===== src/rtl/pipeline_ctrl_pkg.sv =====
// ---------------------------------------------------------------------------
// pipeline_ctrl_pkg
// Shared types and constants for the five-stage pipeline stall/flush
// controller and its hazard-detection helper.
//
//   ctrl_state_t : controller state (RUN, MEM_WAIT, HALT)
//   REG_W        : width of an architectural register index
// ---------------------------------------------------------------------------
package pipeline_ctrl_pkg;

  localparam int REG_W = 5;

  typedef enum logic [1:0] {
    RUN      = 2'd0,
    MEM_WAIT = 2'd1,
    HALT     = 2'd2
  } ctrl_state_t;

endpackage


===== src/rtl/pipeline_ctrl_hazard.sv =====
// ---------------------------------------------------------------------------
// hazard_detect
// Combinational load-use hazard compare. Flags when the load currently in EX
// writes a register that the instruction in ID is about to read.
//
// Ports:
//   i_EX_mem_read : instruction in EX is a load
//   i_EX_rt       : destination register of the load in EX
//   i_ID_rs       : source register 1 of the instruction in ID
//   i_ID_rt       : source register 2 of the instruction in ID
//   o_load_use    : load-use hazard present this cycle
// ---------------------------------------------------------------------------
module hazard_detect
  import pipeline_ctrl_pkg::*;
(
  input  logic             i_EX_mem_read,
  input  logic [REG_W-1:0] i_EX_rt,
  input  logic [REG_W-1:0] i_ID_rs,
  input  logic [REG_W-1:0] i_ID_rt,
  output logic             o_load_use
);

  logic w_dest_valid;
  logic w_src_match;

  // Register 0 is hard-wired zero, so a load into it never creates a hazard.
  assign w_dest_valid = (i_EX_rt != '0);
  assign w_src_match  = (i_EX_rt == i_ID_rs) || (i_EX_rt == i_ID_rt);
  assign o_load_use   = i_EX_mem_read && w_dest_valid && w_src_match;

endmodule


===== src/rtl/pipeline_ctrl.sv =====
// ---------------------------------------------------------------------------
// pipeline_ctrl
// Central stall/flush controller for the five-stage pipeline. Drives the
// load enables and flush/bubble controls of the pipeline registers, resolves
// load-use and taken-branch hazards, sequences the variable-latency data
// memory handshake and halts the pipeline if memory never answers.
//
// Parameters:
//   TIMEOUT : consecutive not-ready request cycles before HALT (>= 2)
//   CNT_W   : width of stall_count
//
// Ports:
//   clk, rst           : clock, asynchronous active-low reset
//   ID_rs, ID_rt       : source registers of the instruction in ID
//   EX_mem_read, EX_rt : load in EX and its destination register
//   EX_branch_taken    : branch in EX resolved taken
//   MEM_access         : instruction in MEM is a load or store
//   dmem_ready         : data memory completes the access this cycle
//   dmem_req           : data-memory request
//   pc_en .. MEM_WB_en : pipeline register load enables
//   IF_ID_flush, ID_EX_flush, MEM_WB_bubble : zero control fields on capture
//   mem_timeout        : sticky, set when HALT is entered
//   stall_count        : saturating count of stalled (pc_en = 0) cycles
// ---------------------------------------------------------------------------
module pipeline_ctrl
  import pipeline_ctrl_pkg::*;
#(
  parameter int TIMEOUT = 16,
  parameter int CNT_W   = 32
) (
  input  logic             clk,
  input  logic             rst,
  input  logic [REG_W-1:0] ID_rs,
  input  logic [REG_W-1:0] ID_rt,
  input  logic             EX_mem_read,
  input  logic [REG_W-1:0] EX_rt,
  input  logic             EX_branch_taken,
  input  logic             MEM_access,
  input  logic             dmem_ready,
  output logic             dmem_req,
  output logic             pc_en,
  output logic             IF_ID_en,
  output logic             ID_EX_en,
  output logic             EX_MEM_en,
  output logic             MEM_WB_en,
  output logic             IF_ID_flush,
  output logic             ID_EX_flush,
  output logic             MEM_WB_bubble,
  output logic             mem_timeout,
  output logic [CNT_W-1:0] stall_count
);

  // Wide enough to hold TIMEOUT itself so the terminal compare cannot wrap.
  localparam int WAIT_W = $clog2(TIMEOUT + 1);

  ctrl_state_t       r_state;
  ctrl_state_t       w_next_state;
  logic [WAIT_W-1:0] r_wait_cnt;
  logic [WAIT_W-1:0] w_next_wait_cnt;
  logic [CNT_W-1:0]  r_stall_count;
  logic              r_mem_timeout;
  logic              w_load_use;
  logic              w_mem_stall;
  logic              w_wait_expired;

  hazard_detect u_hazard_detect (
    .i_EX_mem_read (EX_mem_read),
    .i_EX_rt       (EX_rt),
    .i_ID_rs       (ID_rs),
    .i_ID_rt       (ID_rt),
    .o_load_use    (w_load_use)
  );

  // A memory stall exists whenever an access is outstanding and memory has
  // not answered, whether the request is just starting or already waiting.
  assign w_mem_stall = ((r_state == RUN) && MEM_access && !dmem_ready) ||
                       ((r_state == MEM_WAIT) && !dmem_ready);

  // r_wait_cnt lags the request-cycle number by one, so this fires in the
  // TIMEOUT-th consecutive not-ready cycle.
  assign w_wait_expired = ((r_wait_cnt + WAIT_W'(1)) == WAIT_W'(TIMEOUT));

  // Next-state and wait-counter decode.
  always_comb begin
    w_next_state    = r_state;
    w_next_wait_cnt = r_wait_cnt;
    case (r_state)
      RUN: begin
        if (w_mem_stall) begin
          w_next_state    = MEM_WAIT;
          w_next_wait_cnt = WAIT_W'(1);
        end
      end
      MEM_WAIT: begin
        if (dmem_ready) begin
          w_next_state    = RUN;
          w_next_wait_cnt = '0;
        end else begin
          w_next_wait_cnt = r_wait_cnt + WAIT_W'(1);
          if (w_wait_expired) begin
            w_next_state = HALT;
          end
        end
      end
      HALT: begin
        w_next_state = HALT;
      end
      default: begin
        w_next_state    = RUN;
        w_next_wait_cnt = '0;
      end
    endcase
  end

  // Mealy output decode in priority order: HALT, memory wait, branch,
  // load-use. A completing access falls through to the hazard checks.
  always_comb begin
    dmem_req      = MEM_access;
    pc_en         = 1'b1;
    IF_ID_en      = 1'b1;
    ID_EX_en      = 1'b1;
    EX_MEM_en     = 1'b1;
    MEM_WB_en     = 1'b1;
    IF_ID_flush   = 1'b0;
    ID_EX_flush   = 1'b0;
    MEM_WB_bubble = 1'b0;

    if (r_state == MEM_WAIT) begin
      dmem_req = 1'b1;
    end

    if (r_state == HALT) begin
      dmem_req  = 1'b0;
      pc_en     = 1'b0;
      IF_ID_en  = 1'b0;
      ID_EX_en  = 1'b0;
      EX_MEM_en = 1'b0;
      MEM_WB_en = 1'b0;
    end else if (w_mem_stall) begin
      pc_en         = 1'b0;
      IF_ID_en      = 1'b0;
      ID_EX_en      = 1'b0;
      EX_MEM_en     = 1'b0;
      MEM_WB_en     = 1'b0;
      MEM_WB_bubble = 1'b1;
    end else if (EX_branch_taken) begin
      IF_ID_flush = 1'b1;
      ID_EX_flush = 1'b1;
    end else if (w_load_use) begin
      // Freeze fetch/decode and inject a bubble into EX; older stages drain.
      pc_en       = 1'b0;
      IF_ID_en    = 1'b0;
      ID_EX_flush = 1'b1;
    end
  end

  // State and wait counter registers.
  always_ff @(posedge clk or negedge rst) begin
    if (!rst) begin
      r_state    <= RUN;
      r_wait_cnt <= '0;
    end else begin
      r_state    <= w_next_state;
      r_wait_cnt <= w_next_wait_cnt;
    end
  end

  // Sticky timeout flag, raised on the edge that enters HALT.
  always_ff @(posedge clk or negedge rst) begin
    if (!rst) begin
      r_mem_timeout <= 1'b0;
    end else if ((r_state != HALT) && (w_next_state == HALT)) begin
      r_mem_timeout <= 1'b1;
    end
  end

  // Stall counter: cycles without PC advance, excluding HALT, saturating.
  always_ff @(posedge clk or negedge rst) begin
    if (!rst) begin
      r_stall_count <= '0;
    end else if (!pc_en && (r_state != HALT) && (r_stall_count != '1)) begin
      r_stall_count <= r_stall_count + CNT_W'(1);
    end
  end

  assign mem_timeout = r_mem_timeout;
  assign stall_count = r_stall_count;

endmodule


===== config.mk =====
export PLATFORM = sky130hd
export DESIGN_NAME = pipeline_ctrl
export DESIGN_NICKNAME = d
export VERILOG_FILES = /design/src/rtl/pipeline_ctrl_pkg.sv /design/src/rtl/pipeline_ctrl_hazard.sv /design/src/rtl/pipeline_ctrl.sv
export SDC_FILE = /design/constraint.sdc
export NUM_CORES = 1
export LEC_CHECK = 0
export CAP_MARGIN = 20
export CELL_PAD_IN_SITES_DETAIL_PLACEMENT = 0
export CELL_PAD_IN_SITES_GLOBAL_PLACEMENT = 1
export CORE_ASPECT_RATIO = 0.75
export CORE_MARGIN = 2
export CORE_UTILIZATION = 37
export CTS_BUF_LIST = sky130_fd_sc_hd__clkbuf_2 sky130_fd_sc_hd__clkbuf_4 sky130_fd_sc_hd__clkbuf_8
export DETAILED_ROUTE_END_ITERATION = 12
export PLACE_DENSITY_LB_ADDON = 0.1
export SYNTH_ARGS = -nofsm -noshare
export SYNTH_HDL_FRONTEND = slang
export SYNTH_SLANG_ARGS = --single-unit

===== constraint.sdc =====
create_clock -name clk -period 2.2 [get_ports clk]
set_input_delay 0.33 -clock clk [delete_from_list [all_inputs] [get_ports clk]]
set_output_delay 0.33 -clock clk [all_outputs]
set_load 0.005 [all_outputs]

==> results.yml <==
outcome:
  status: "finished clean"
cts:
  path_clk_slew_ns: 0.08
  ctsHoldBuffers: 0
  clk_latency_ns: 0.29
  numCtsBuffers: 5
  cts_sinks: 40
  h-tree-depth: 2
  clock_path_buffers: 2
  cts_root_buffer: "clkbuf_8"
  cts_tree: "done"
logic_synthesis:
  synth_edf_count: 0
  syn-num-nets: 224
  netlist_instances: 201
  synth_flop_cell: "dfrtp_1"
  syn-mean-instance-area_um2: 10.64
  synth_cell_types: 36
  seq_area_frac_synth_pct: 46.81
  yosysWarningCount: 0
  ys_async_sr_fraction_pct: 100.0
  synth-seq-cells: 40
  synth_area_um2: 2138
pwr:
  clock_power_share_pct: 28.0
  p_seq_share_pct: 48.4
  max-vdd-ir-drop_v: 0.0003391
  power.density_nw_per_um2: 590.4
  p_leak_nw: 1.333
  pwr-share-comb_pct: 23.6
  switching_share_pct: 27.17
  p_int_mw: 1.316
  power_mw: 1.807
  p_switching_mw: 0.4910
route:
  postRouteWirelength_mm: 5.006
  drcViolationCount: 0
  first_pass_iters: 4
  viasPerCell: 4.793
  ant_nets: 0
  avgRoutedWirePerCell_um: 13.98
  initialDrtViolationCount: 101
  vias: 1716
sta:
  maxSlewViolCount: 0
  fin_crit_ns: 2.103
  tns_ns: 0
  fmax_mhz: 475.6
  layout_setup_ws_ns: 0.09749
  finalHoldViolCount: 0
  worstMarginPinSlew_ns: 0.5402
  fin_worst_hold_slack_ns: 0.01281
  finClkSkew_ns: 0.01020
  setup_viol: 0
  relSlewSlack_pct: 63.99
  fin_crit_sh_pct: 95.57
  grt_setup_unrepaired: "true"
global_routing:
  grt.busiest_layer: "met1"
  globalRouteMet3Util_pct: 3.804
  grtUsageMet1_pct: 27.02
  grt_overflow: 0
  grt_pass1_wl_mm: 8.514
  antenna_found_initial: 0
  grt_pass1_vias: 1626
  grt_max_degree: 24
  met2_usage_pct: 21.65
  grt.total_usage_pct: 16.68
finish:
  layoutNonFillerInstCount: 358
  final_cell_mix: "54 x clkdlybuf4s50_1, 39 x dfrtp_1, 35 x xnor2_1"
  final_cell_area_um2: 3060
  drive_gt1_share_pct: 18.02
  area_delta_synth_final_pct: 43.12
  num_antenna_cells: 0
  final_nets: 305
  utilization_pct: 55.97
  final_common_cell: "clkdlybuf4s50_1"
setup_path:
  reg2reg_from: "stall_count[1]$_DFFE_PN0P_"
  cp.required_ns: 1.87
  cp-start-kind: "input pin"
  critPathSlowestCell: "clkdlybuf4s50_1"
  end_kind: "output port"
  rrSetupSlack_ns: 0.15
  path_class: "in2out"
  ff2ff_path_depth: 9
  cp.arrival_ns: 1.77
  r2r_end: "stall_count[12]$_DFFE_PN0P_"
  critPathTopFamily: "buffers and inverters"
  crit_buf_inv: 3
  crit_path_max_incr_delay_ns: 0.51
  worstPathCellList: "clkdlybuf4s50_1 > o21ai_4 > nand2_1 > inv_1 > clkdlybuf4s50_1"
  path_max_fanout: 4
  startpoint: "MEM_access"
  cpMostUsedCell: "clkdlybuf4s50_1"
placed_design:
  dpl.cell_count: 349
  place.gp.congestion: 0.7466
  dpl.hpwl_mm: 3.830
  port-buffer-count: 62
  place_area_um2: 2937
  dp_slack_ns: -0.3611
die:
  die_height_um: 69.84
  die_x_um: 91.78
  core_um2: 5468
  dieArea_um2: 6409
  rows: 23
  initial_utilization_pct: 39.11
  io_pins: 63
job:
  cap_violations: 0
min_path:
  hold_path.class: "in2async"
-- flip-flops by register name, indices dropped and copies added, names as in the netlist --
register and cells:
stall_count 32, r_wait_cnt 5, r_state 2, mem_timeout 1
-- power groups by stage --
| stage | sequential (mW) | combinational, mW | clock [mW] |
|---|---|---|---|
| 5_1_grt | 0.889 | 0.471 | 0.553 |
| 3_3_place_gp | 0.883 | 0.421 | 0 |
| 4_1_cts | 0.872 | 0.432 | 0.517 |
| 6_report | 0.874 | 0.426 | 0.506 |
| 3_5_place_dp | 0.886 | 0.433 | 0 |
| 2_1_floorplan | 0.884 | 0.167 | 0 |
-- cells by family (layout without fill, tap and decap cells) --
family                     count (synthesis)  in the layout  synth area share [%]
xor gates and xnor gates                  43             43                 17.61
adders and majority gates                  2              2                 1.170
AOI/OAI and AO/OA                         16             16                 5.969
DFF                                       40             40                 46.81
and+or+nand+nor                           85             85                 23.11
muxes                                      2              2                 1.170
buffers and inverters                     13             95                 4.154
-- routing by layer --
layer | wire [um] | vias up
met3 | 257 | 5
li1 | - | 859
met2 | 2046 | 43
met4 | 47 | 0
met1 | 2654 | 809
met5 | 0 | -
-- how the worst max path moves through the flow --
stage	endpoint	slack, ns	cells past startpoint
2_1_floorplan	stall_count[1]$_DFFE_PN0P_	0.34	7
3_3_place_gp	IF_ID_en	-0.35	6
3_5_place_dp	IF_ID_en	-0.36	6
4_1_cts	stall_count[12]$_DFFE_PN0P_	-0.0001	12
5_1_grt	IF_ID_flush	-0.04	5
6_report	MEM_WB_en	0.1	5
-- synth_stat cells, drive strengths merged (2+ instances only) --
cell type  instances  share of area (%)
o22ai              2               0.88
and2               4                1.2
xnor2             35                 14
inv                4               0.70
nor3               2               0.47
xor2               8                3.3
dfrtp             40                 47
ha                 2                1.2
o21ai              7                1.8
nand4             17                5.0
and3              11                3.2
nor2               8                1.8
nand2b             4                1.2
nand2             19                3.3
and4               5                2.2
a21oi              4                1.1
nand3             11                2.8
buf                9                3.5
-- area by class of cell --
cell class	count	area, um2
tap	75	93.84
fill	500	2407
clock buffer	6	82.58
timing repair buffer	83	773.2
inverter	4	15.01
sequential	40	1002
multi-input combinational	148	1084
clock inverter	2	10.01
-- worst register-to-register path: stages, from the launching register on --
cell and delay (ns):
dfrtp_1 0.45, ha_1 0.24, and3_1 0.30, nand4_1 0.22, nor2_2 0.17, a21oi_2 0.09, buf_12 0.15, buf_4 0.14
nand3_1 0.09, xnor2_1 0.12
-- repair_timing --
item,CTS,global route
endpoints found under the hold margin,0,0
buffers inserted,1,0
pin swaps,5,0
endpoints found under the setup margin,8,22
resized for setup,15,8
Note: power is estimated with default switching activity, not from simulation.
==> variant, RTL diff (same settings) <==
Encoding of `ctrl_state_t`: now one-hot (3 bits for 3 states).
--- a/src/rtl/pipeline_ctrl_pkg.sv
+++ b/src/rtl/pipeline_ctrl_pkg.sv
@@ -10,10 +10,10 @@
 
   localparam int REG_W = 5;
 
-  typedef enum logic [1:0] {
-    RUN      = 2'd0,
-    MEM_WAIT = 2'd1,
-    HALT     = 2'd2
+  typedef enum logic [2:0] {
+    RUN      = 3'b001,
+    MEM_WAIT = 3'b010,
+    HALT     = 3'b100
   } ctrl_state_t;
 
 endpackage
Check against the original RTL: same outputs for any inputs over 10 cycles, from zero or initial values and one cycle with rst low; not proved beyond that.
==> variant against the original RTL <==
Via count up 19%. Global-route usage rose by 0.32 points. Final cell count up 14%. Total power rose by 10%. Area after synthesis rose by 3.6%. Count of clock-buffer cells in the layout up 1. Sequential share of layout area is 3.2 points lower. Sequential cell count grew 1. Routed wire length is 11% higher. Setup slack got worse by 0.045 ns. Final area is 14% higher. Synthesized cell count rose by 9.5%.
==> variant: results (changes against the original RTL) <==
{
  "sta": {
    "slew_headroom": {"value": 64.96, "unit": "%", "change": "was 63.99%"},
    "clock_tree_skew_after_final_layout": {"value": 0.005776, "unit": "ns", "change": "was 0.01020 ns"}
  },
  "power_and_ir_drop": {
    "switching_share": {"value": 26.45, "unit": "%", "change": "was 27.17%"},
    "ir_worst_vdd": {"value": 350.7, "unit": "uV", "change": "was 339.1 uV"},
    "pg_clk": {"value": 646, "unit": "uW", "change": "was 506 uW"},
    "design_power_total": {"value": 1997, "unit": "uW", "change": "was 1807 uW"}
  },
  "synth": {
    "seq_area_frac_synth": {"value": 46.36, "unit": "%", "change": "was 46.81%"},
    "gate_count_of_the_mapped_netlist": {"value": 220, "change": "was 201"},
    "synth.distinct_cells": {"value": 40, "change": "was 36"},
    "yosys-mux-area-fraction": {"value": 0.6776, "unit": "%", "change": "was 1.170%"},
    "synth_xor_area_share": {"value": 17.00, "unit": "%", "change": "was 17.61%"},
    "synth.area.top_cells": {"value": "sky130_fd_sc_hd__dfrtp_1 45%, sky130_fd_sc_hd__xnor2_1 11%, sky130_fd_sc_hd__xor2_1 5.9%", "change": "was sky130_fd_sc_hd__dfrtp_1 47%, sky130_fd_sc_hd__xnor2_1 14%, sky130_fd_sc_hd__nand4_1 5.0%"},
    "area_fraction_in_compound_gates_after_synthesis": {"value": 7.171, "unit": "%", "change": "was 5.968%"},
    "synth_adder_area_share": {"value": 1.129, "unit": "%", "change": "was 1.170%"}
  },
  "outcome": {
    "status": {"value": "completed", "change": "unchanged"}
  },
  "placement": {
    "gp_congestion": {"value": 0.8184, "change": "was 0.7466"},
    "place_ws": {"value": -0.2677, "unit": "ns", "change": "was -0.3611 ns"}
  },
  "cells_and_area": {
    "final_layout_size_suffix_gt1_share": {"value": 26.06, "unit": "%", "change": "was 18.02%"}
  },
  "grt": {
    "number_of_global_route_vias_before_repair": {"value": 1881, "change": "was 1626"},
    "use_met1": {"value": 25.12, "unit": "%", "change": "was 27.02%"},
    "grt_start_max_net_pins": {"value": 22, "change": "was 24"},
    "met3_layer_usage_reported_by_global_route": {"value": 5.112, "unit": "%", "change": "was 3.804%"}
  },
  "detailed_routing": {
    "routed_wirelength": {"value": 5.580, "unit": "mm", "change": "was 5.006 mm"},
    "drt-pass1-iter-count": {"value": 5, "change": "was 4"},
    "dr.first_iter.drc_count": {"value": 90, "change": "was 101"}
  },
  "setup_path": {
    "timing.critical_path.arrival": {"value": 2.37, "unit": "ns", "change": "was 1.77 ns"},
    "rrSetupSlack": {"value": 0.05, "unit": "ns", "change": "was 0.15 ns"},
    "reg2reg_depth": {"value": 10, "change": "was 9"},
    "timing.critical_path.fanout_max": {"value": 6, "change": "was 4"},
    "critPathSlowestCell": {"value": "sky130_fd_sc_hd__dfstp_2", "change": "was sky130_fd_sc_hd__clkdlybuf4s50_1"},
    "critical_path_end": {"value": "stall_count[27]", "change": "was MEM_WB_en"}
  }
}
-- variant: changes by cell type in the layout (fill, tap and decap cells not counted), sizes merged, moves of 5 or more --
cell	change
buf	+21
nor2	+9
clkdlybuf4s50	-7
xnor2	-7
xor2	+7
clkbuf	+5
-- variant: final cells by class --
type	count	area (sq um)
Timing Repair Buffer	106	969.7
Inverter	2	7.507
Fill cell	497	2313
Clock buffer	7	90.09
Tap cell	78	97.59
Multi-Input combinational cell	173	1259
Clock inverter	1	30.03
Sequential cell	41	1028
-- variant: routing by layer --
metal | wire length (um) | vias to the layer above
li1 | - | 1011
met1 | 2904 | 973
met2 | 2262 | 57
met3 | 346 | 7
met4 | 66 | 0
met5 | 0 | -
-- variant: timing repair --
| action | CTS | global route |
|---|---|---|
| hold endpoints to repair | 0 | 0 |
| endpoints found under the setup margin | 8 | 33 |
| gates cloned | 0 | 3 |
| buffers inserted | 16 | 4 |
| pin swaps | 6 | 3 |
| gates resized for setup | 24 | 34 |
